$ cat src/rtl/serial_subtractor_pkg.sv
// serial_subtractor_pkg
//   Shared definitions for the bit-serial subtractor: FSM state encoding.
//   The unused encoding 2'd3 is decoded as IDLE by the controller.
package serial_subtractor_pkg;

  typedef enum logic [1:0] {
    ST_IDLE  = 2'd0,
    ST_SHIFT = 2'd1,
    ST_DONE  = 2'd2
  } state_t;

endpackage

$ cat src/rtl/serial_subtractor_full_subtractor_bit.sv
// full_subtractor_bit
//   Purely combinational 1-bit full subtractor: computes x - y - bin.
//   Ports:
//     x    in  minuend bit
//     y    in  subtrahend bit
//     bin  in  borrow in
//     d    out difference bit
//     bout out borrow out
module full_subtractor_bit (
  input  logic x,
  input  logic y,
  input  logic bin,
  output logic d,
  output logic bout
);

  assign d    = x ^ y ^ bin;
  // Borrow when x=0,y=1, or when x==y and a borrow is already pending.
  assign bout = (~x & y) | (~(x ^ y) & bin);

endmodule

$ cat src/rtl/serial_subtractor.sv
// serial_subtractor
//   Bit-serial WIDTH-bit subtractor, diff = a - b (mod 2^WIDTH), LSB first,
//   one bit per clock through a single full-subtractor cell.
//   Ports:
//     clk        in   system clock (rising edge)
//     rst        in   synchronous active-high reset
//     start      in   operation request, sampled only in IDLE
//     a, b       in   operands, captured on the accepting edge
//     busy       out  high while bits are being processed
//     done       out  one-cycle pulse when diff/borrow_out are updated
//     diff       out  result, held until the next completed operation
//     borrow_out out  final borrow (1 when a < b unsigned)
module serial_subtractor
  import serial_subtractor_pkg::*;
#(
  parameter int WIDTH = 8
) (
  input  logic             clk,
  input  logic             rst,
  input  logic             start,
  input  logic [WIDTH-1:0] a,
  input  logic [WIDTH-1:0] b,
  output logic             busy,
  output logic             done,
  output logic [WIDTH-1:0] diff,
  output logic             borrow_out
);

  localparam int CW = (WIDTH > 2) ? $clog2(WIDTH) : 1;
  localparam logic [CW-1:0] LAST_BIT = CW'(WIDTH - 1);

  state_t           r_state;
  state_t           w_state_next;
  logic [WIDTH-1:0] r_a_sh;
  logic [WIDTH-1:0] r_b_sh;
  logic [WIDTH-2:0] r_d_sh;      // upper result bits collected so far
  logic             r_borrow;
  logic [CW-1:0]    r_count;
  logic [WIDTH-1:0] r_diff;
  logic             r_borrow_out;

  logic             w_d;
  logic             w_bout;
  logic             w_last;
  logic [WIDTH-1:0] w_result;

  full_subtractor_bit u_cell (
    .x    (r_a_sh[0]),
    .y    (r_b_sh[0]),
    .bin  (r_borrow),
    .d    (w_d),
    .bout (w_bout)
  );

  // New bit enters at the MSB; after WIDTH shifts the word is LSB-aligned.
  assign w_result = {w_d, r_d_sh};
  assign w_last   = (r_count == LAST_BIT);

  // Next-state logic.
  always_comb begin
    w_state_next = ST_IDLE;
    case (r_state)
      ST_IDLE:  w_state_next = start ? ST_SHIFT : ST_IDLE;
      ST_SHIFT: w_state_next = w_last ? ST_DONE : ST_SHIFT;
      ST_DONE:  w_state_next = ST_IDLE;
      default:  w_state_next = ST_IDLE;
    endcase
  end

  // State register and datapath.
  always_ff @(posedge clk) begin
    if (rst) begin
      r_state      <= ST_IDLE;
      r_a_sh       <= '0;
      r_b_sh       <= '0;
      r_d_sh       <= '0;
      r_borrow     <= 1'b0;
      r_count      <= '0;
      r_diff       <= '0;
      r_borrow_out <= 1'b0;
    end else begin
      r_state <= w_state_next;
      case (r_state)
        ST_IDLE: begin
          if (start) begin
            r_a_sh   <= a;
            r_b_sh   <= b;
            r_d_sh   <= '0;
            r_borrow <= 1'b0;
            r_count  <= '0;
          end
        end
        ST_SHIFT: begin
          r_a_sh   <= r_a_sh >> 1;
          r_b_sh   <= r_b_sh >> 1;
          r_d_sh   <= w_result[WIDTH-1:1];
          r_borrow <= w_bout;
          r_count  <= r_count + CW'(1);
          // Publish only the completed word so diff never shows partials.
          if (w_last) begin
            r_diff       <= w_result;
            r_borrow_out <= w_bout;
          end
        end
        default: ;
      endcase
    end
  end

  assign busy       = (r_state == ST_SHIFT);
  assign done       = (r_state == ST_DONE);
  assign diff       = r_diff;
  assign borrow_out = r_borrow_out;

endmodule

$ cat config.mk
export PLATFORM = sky130hd
export DESIGN_NAME = serial_subtractor
export DESIGN_NICKNAME = d
export VERILOG_FILES = /design/src/rtl/serial_subtractor_pkg.sv /design/src/rtl/serial_subtractor_full_subtractor_bit.sv /design/src/rtl/serial_subtractor.sv
export SDC_FILE = /design/constraint.sdc
export NUM_CORES = 1
export LEC_CHECK = 0
export ABC_AREA = 1
export ABC_CLOCK_PERIOD_IN_PS = 1600
export CAP_MARGIN = 15
export CORE_MARGIN = 1
export CORE_UTILIZATION = 40
export DETAILED_ROUTE_END_ITERATION = 8
export PLACE_DENSITY = 0.66
export SLEW_MARGIN = 20
export SYNTH_ARGS = -nofsm -noshare
export SYNTH_HDL_FRONTEND = slang
export SYNTH_HIERARCHICAL = 1
export SYNTH_SLANG_ARGS = --single-unit
export TNS_END_PERCENT = 100
$ cat constraint.sdc
create_clock -name clk -period 1.6 [get_ports clk]
set_input_delay 0.24 -clock clk [delete_from_list [all_inputs] [get_ports clk]]
set_output_delay 0.24 -clock clk [all_outputs]
set_load 0.03 [all_outputs]
==> run summary <==
TritonCTS built the clock tree. The flop and latch count out of synthesis is 38, and the leakage power is 1.02 nW. Clock edge transition at the registers on the reported setup and hold paths: 0.08 ns. The most critical setup path has its startpoint at diff[7]$_SDFFE_PP0P_. The mapped cell area was 1710 µm²; the final instance count without filler cells was 336.

The logs give 60 for the DRC marker count from the first detailed-route iteration and 4540 µm² for the area of the die. In this run the number of H-tree levels came out at 2. The post-route minimum period is 1.53 ns, and the initial antenna violation count is 0.

Setup violations remaining at the end of the flow were counted as 0. The logs give 0 for the number of design rule violations left after detail routing and 4060 µm² for the placeable core region. The class of the most critical setup path is reg -> out. The run gives 3.39 mm as the final wirelength. Max-cap violations in this run came to 0. The run finished with clean final reports. In this run the mean area of a mapped cell was 6.78 µm². For the pin with the worst max-slew slack, the measured transition is 0.318 ns. The tools report the starting utilization of the core area as 42.1%.

The worst flop-to-flop path endpoint is diff[1]$_SDFFE_PP0P_. Of all nets on the critical path, the largest fanout is 2. The iteration count of the initial detailed-routing pass is 6, and the via count of the first global-routing pass is 1372.

Ranked by total cell area, the synthesized netlist is headed by dfxtp_1 45%, nand2_1 22%, nor2_1 7.5%. The total overflow left after global routing is 0. The die is 67.3 µm wide.

Setup repair after global routing left no endpoint under its margin. Global routing used 17.7% of the available tracks across all layers. The clock passes through at most 2 buffers. After detailed placement, the design holds a cell count of 328. The worst reg-to-reg setup slack is 0.27 ns. The run gives 0.29 ns as the clock insertion delay at the later pin of the skew report. The clock tree skew after final layout was 0.00787 ns; the portion of synthesized cell area occupied by the leading cell type was 44.5%.

Walking the worst path, the cells encountered are clkdlybuf4s50_1. In this run the most critical hold path is launched from r_borrow$_SDFFE_PP0P_. The Yosys step of the flow raised 6 warnings. Slowest library cell on the worst path: clkdlybuf4s50_1. The library cells used most frequently in the layout, excluding fill and tap cells, are 98 x nand2_1, 37 x dfxtp_1, 34 x nor2_1, 26 x clkdlybuf4s50_1, 24 x nand3_1. The number of different library cells in the post-synthesis netlist was 17. Clock tree synthesis selected as its root buffer the cell clkbuf_8. The tools report the number of fill cells in the layout as 414. The logs give 0 ns for the setup TNS and 1.29 ns for the data arrival time of the worst path.

For this run, the post-layout net count is 307. The total via count in the routed design is 1489. The startpoint of the most critical register-to-register path was r_count[0]$_SDFFE_PP0P_. The min-delay analysis places its worst path in the category reg -> reg.

The worst hold path terminates at r_borrow$_SDFFE_PP0P_. For the final antenna-violating net count, the log shows 0. Synthesis produced 252 cells.

The run gives 5 as the number of buffers added by the clock tree synthesis step. Number of instances on the worst hold path: 2. For this design, the sink count on the clock tree is 38. The total buffers and inverters traversed by the critical path is 1, and the y dimension of the die is 67.3 µm.

After layout, the worst path uses 95.7% of the clock period. The final number of max-transition violations came out at 0. Input and output buffers added on the ports amount to 29. Based on the critical path, the design can be clocked at up to 653 MHz. The detailed placement HPWL was 2.33 mm. The library cell used most frequently in the layout, excluding fill and tap cells, is nand2_1. Final-report hold violation count: 0. In the routed layout, each cell is associated on average with a via count of 4.43. The initialized floorplan defines 23 standard-cell rows. Entering global routing, the biggest net connects 42 pins.

The fraction of final layout cells with drive strength greater than 1 was 9.09%; the cell area after placement was 2060 µm². The tools report the total nets after synthesis as 274. Count of inserted antenna diode cells: 0.

The kind of cell adding the most delay to the critical path is buffers and inverters. Buffers added to address setup during post-CTS repair amount to 0. The layout-stage area growth over the synthesis result was 26.1%; the worst reg-to-reg path cell count was 6. Startpoint type of the worst setup path: a flip-flop. The cell type with the highest aggregate area in the netlist is dfxtp_1. After detailed routing, the average wire length per cell comes to 10.1 µm.

The run gives 78.7% as the worst slew margin relative to its limit. The first global-routing pass estimated 6.02 mm of wire. The worst-case IR drop observed on VDD is 0.458 mV. During I/O placement, the number of pins put on the boundary was 30. The worst setup path is captured at an output port. Data on the critical path is required at its endpoint by 1.36 ns. At the end of routability-driven placement, the weighted congestion stood at 0.725. In this design, the stage delay of the slowest critical-path cell is 0.67 ns.

The portion of the post-synthesis area used by sequential elements is 44.5%, and the post-route cell area is 2150 µm². In this run the power density over the cells is 917 nW/µm².
## worst register-to-register path: stages (launching register included)
cell	delay, ns
dfxtp_1	0.36
ha_1	0.16
ha_1	0.17
nand2_2	0.17
nor2_4	0.26
nand2_1	0.08
nand2_1	0.08
## through the flow
step	worst slack (ns)	utilization, %	power [mW]	hold WS (ns)
6_report	0.0694	53.1	1.97	0.460
5_1_grt	0.0234	53.1	2.08	0.486
4_1_cts	0.0223	53.0	1.99	0.464
3_5_place_dp	0.164	50.8	1.32	0.452
3_3_place_gp	0.174	50.8	1.32	0.449
2_1_floorplan	0.303	-	1.22	0.309
## layer usage
| layer | vias to the layer above | routed length (µm) | GRT usage [%] | share of wire [%] |
|---|---|---|---|---|
| li1 | 831 | - | - | - |
| met1 | 633 | 1710 | 22.6 | 50 |
| met2 | 18 | 1540 | 29.1 | 45 |
| met3 | 7 | 85 | 3.72 | 2.5 |
| met4 | 0 | 61 | 6.38 | 1.8 |
| met5 | - | 0 | 0 | 0 |
## sequential cells by signal, indices dropped and copies added, names as in the netlist
name,cells
borrow_out,1
diff,8
r_a_sh,8
r_b_sh,8
r_borrow,1
r_count,3
r_d_sh,7
r_state,2
## what timing repair did
action | 4_1_cts | 5_1_grt
pin swaps | 0 | 0
gates resized for setup | 1 | 2
endpoints found under the setup margin | 1 | 2
hold buffers | 0 | 0
## synthesized netlist by cell type (all sizes together)
cell type    n
buf         12
fa           1
nand2      100
a21oi       13
clkbuf       1
o21ai        2
ha           2
nor2        36
nand3       24
dfxtp       38
inv         23
## where the power goes
| group | internal (mW) | switching [mW] |
|---|---|---|
| Combinational | 0.130 | 0.155 |
| Sequential | 0.991 | 0.0255 |
| Clock | 0.348 | 0.326 |
## cells by family after synthesis
group	synth area share (%)
flip-flops	44.5
AO/OA/AOI/OAI	4.62
buffers and inverters	10.1
adder cells (fa/ha/maj)	2.64
AND/OR/NAND/NOR	38.1
## how the worst max path moves through the flow
stage,end,slack (ns),cells past startpoint
CTS,busy,0.02,4
finish,diff[7],0.07,1
floorplan,done,0.30,3
global placement,done,0.17,3
global route,borrow_out,0.02,1
detailed placement,done,0.16,3
## cell type report
class                           instances  area, µm²  share of cell area [%]
Clock buffer                            7       86.3                    4.01
Sequential cell                        38        762                    35.4
Clock inverter                          1       5.00                   0.232
Timing Repair Buffer                   39        377                    17.5
Tap cell                               50       62.6                    2.91
Multi-Input combinational cell        178        774                    36.0
Inverter                               23       86.3                    4.01
No activity file was read; power rests on OpenSTA's default activity.
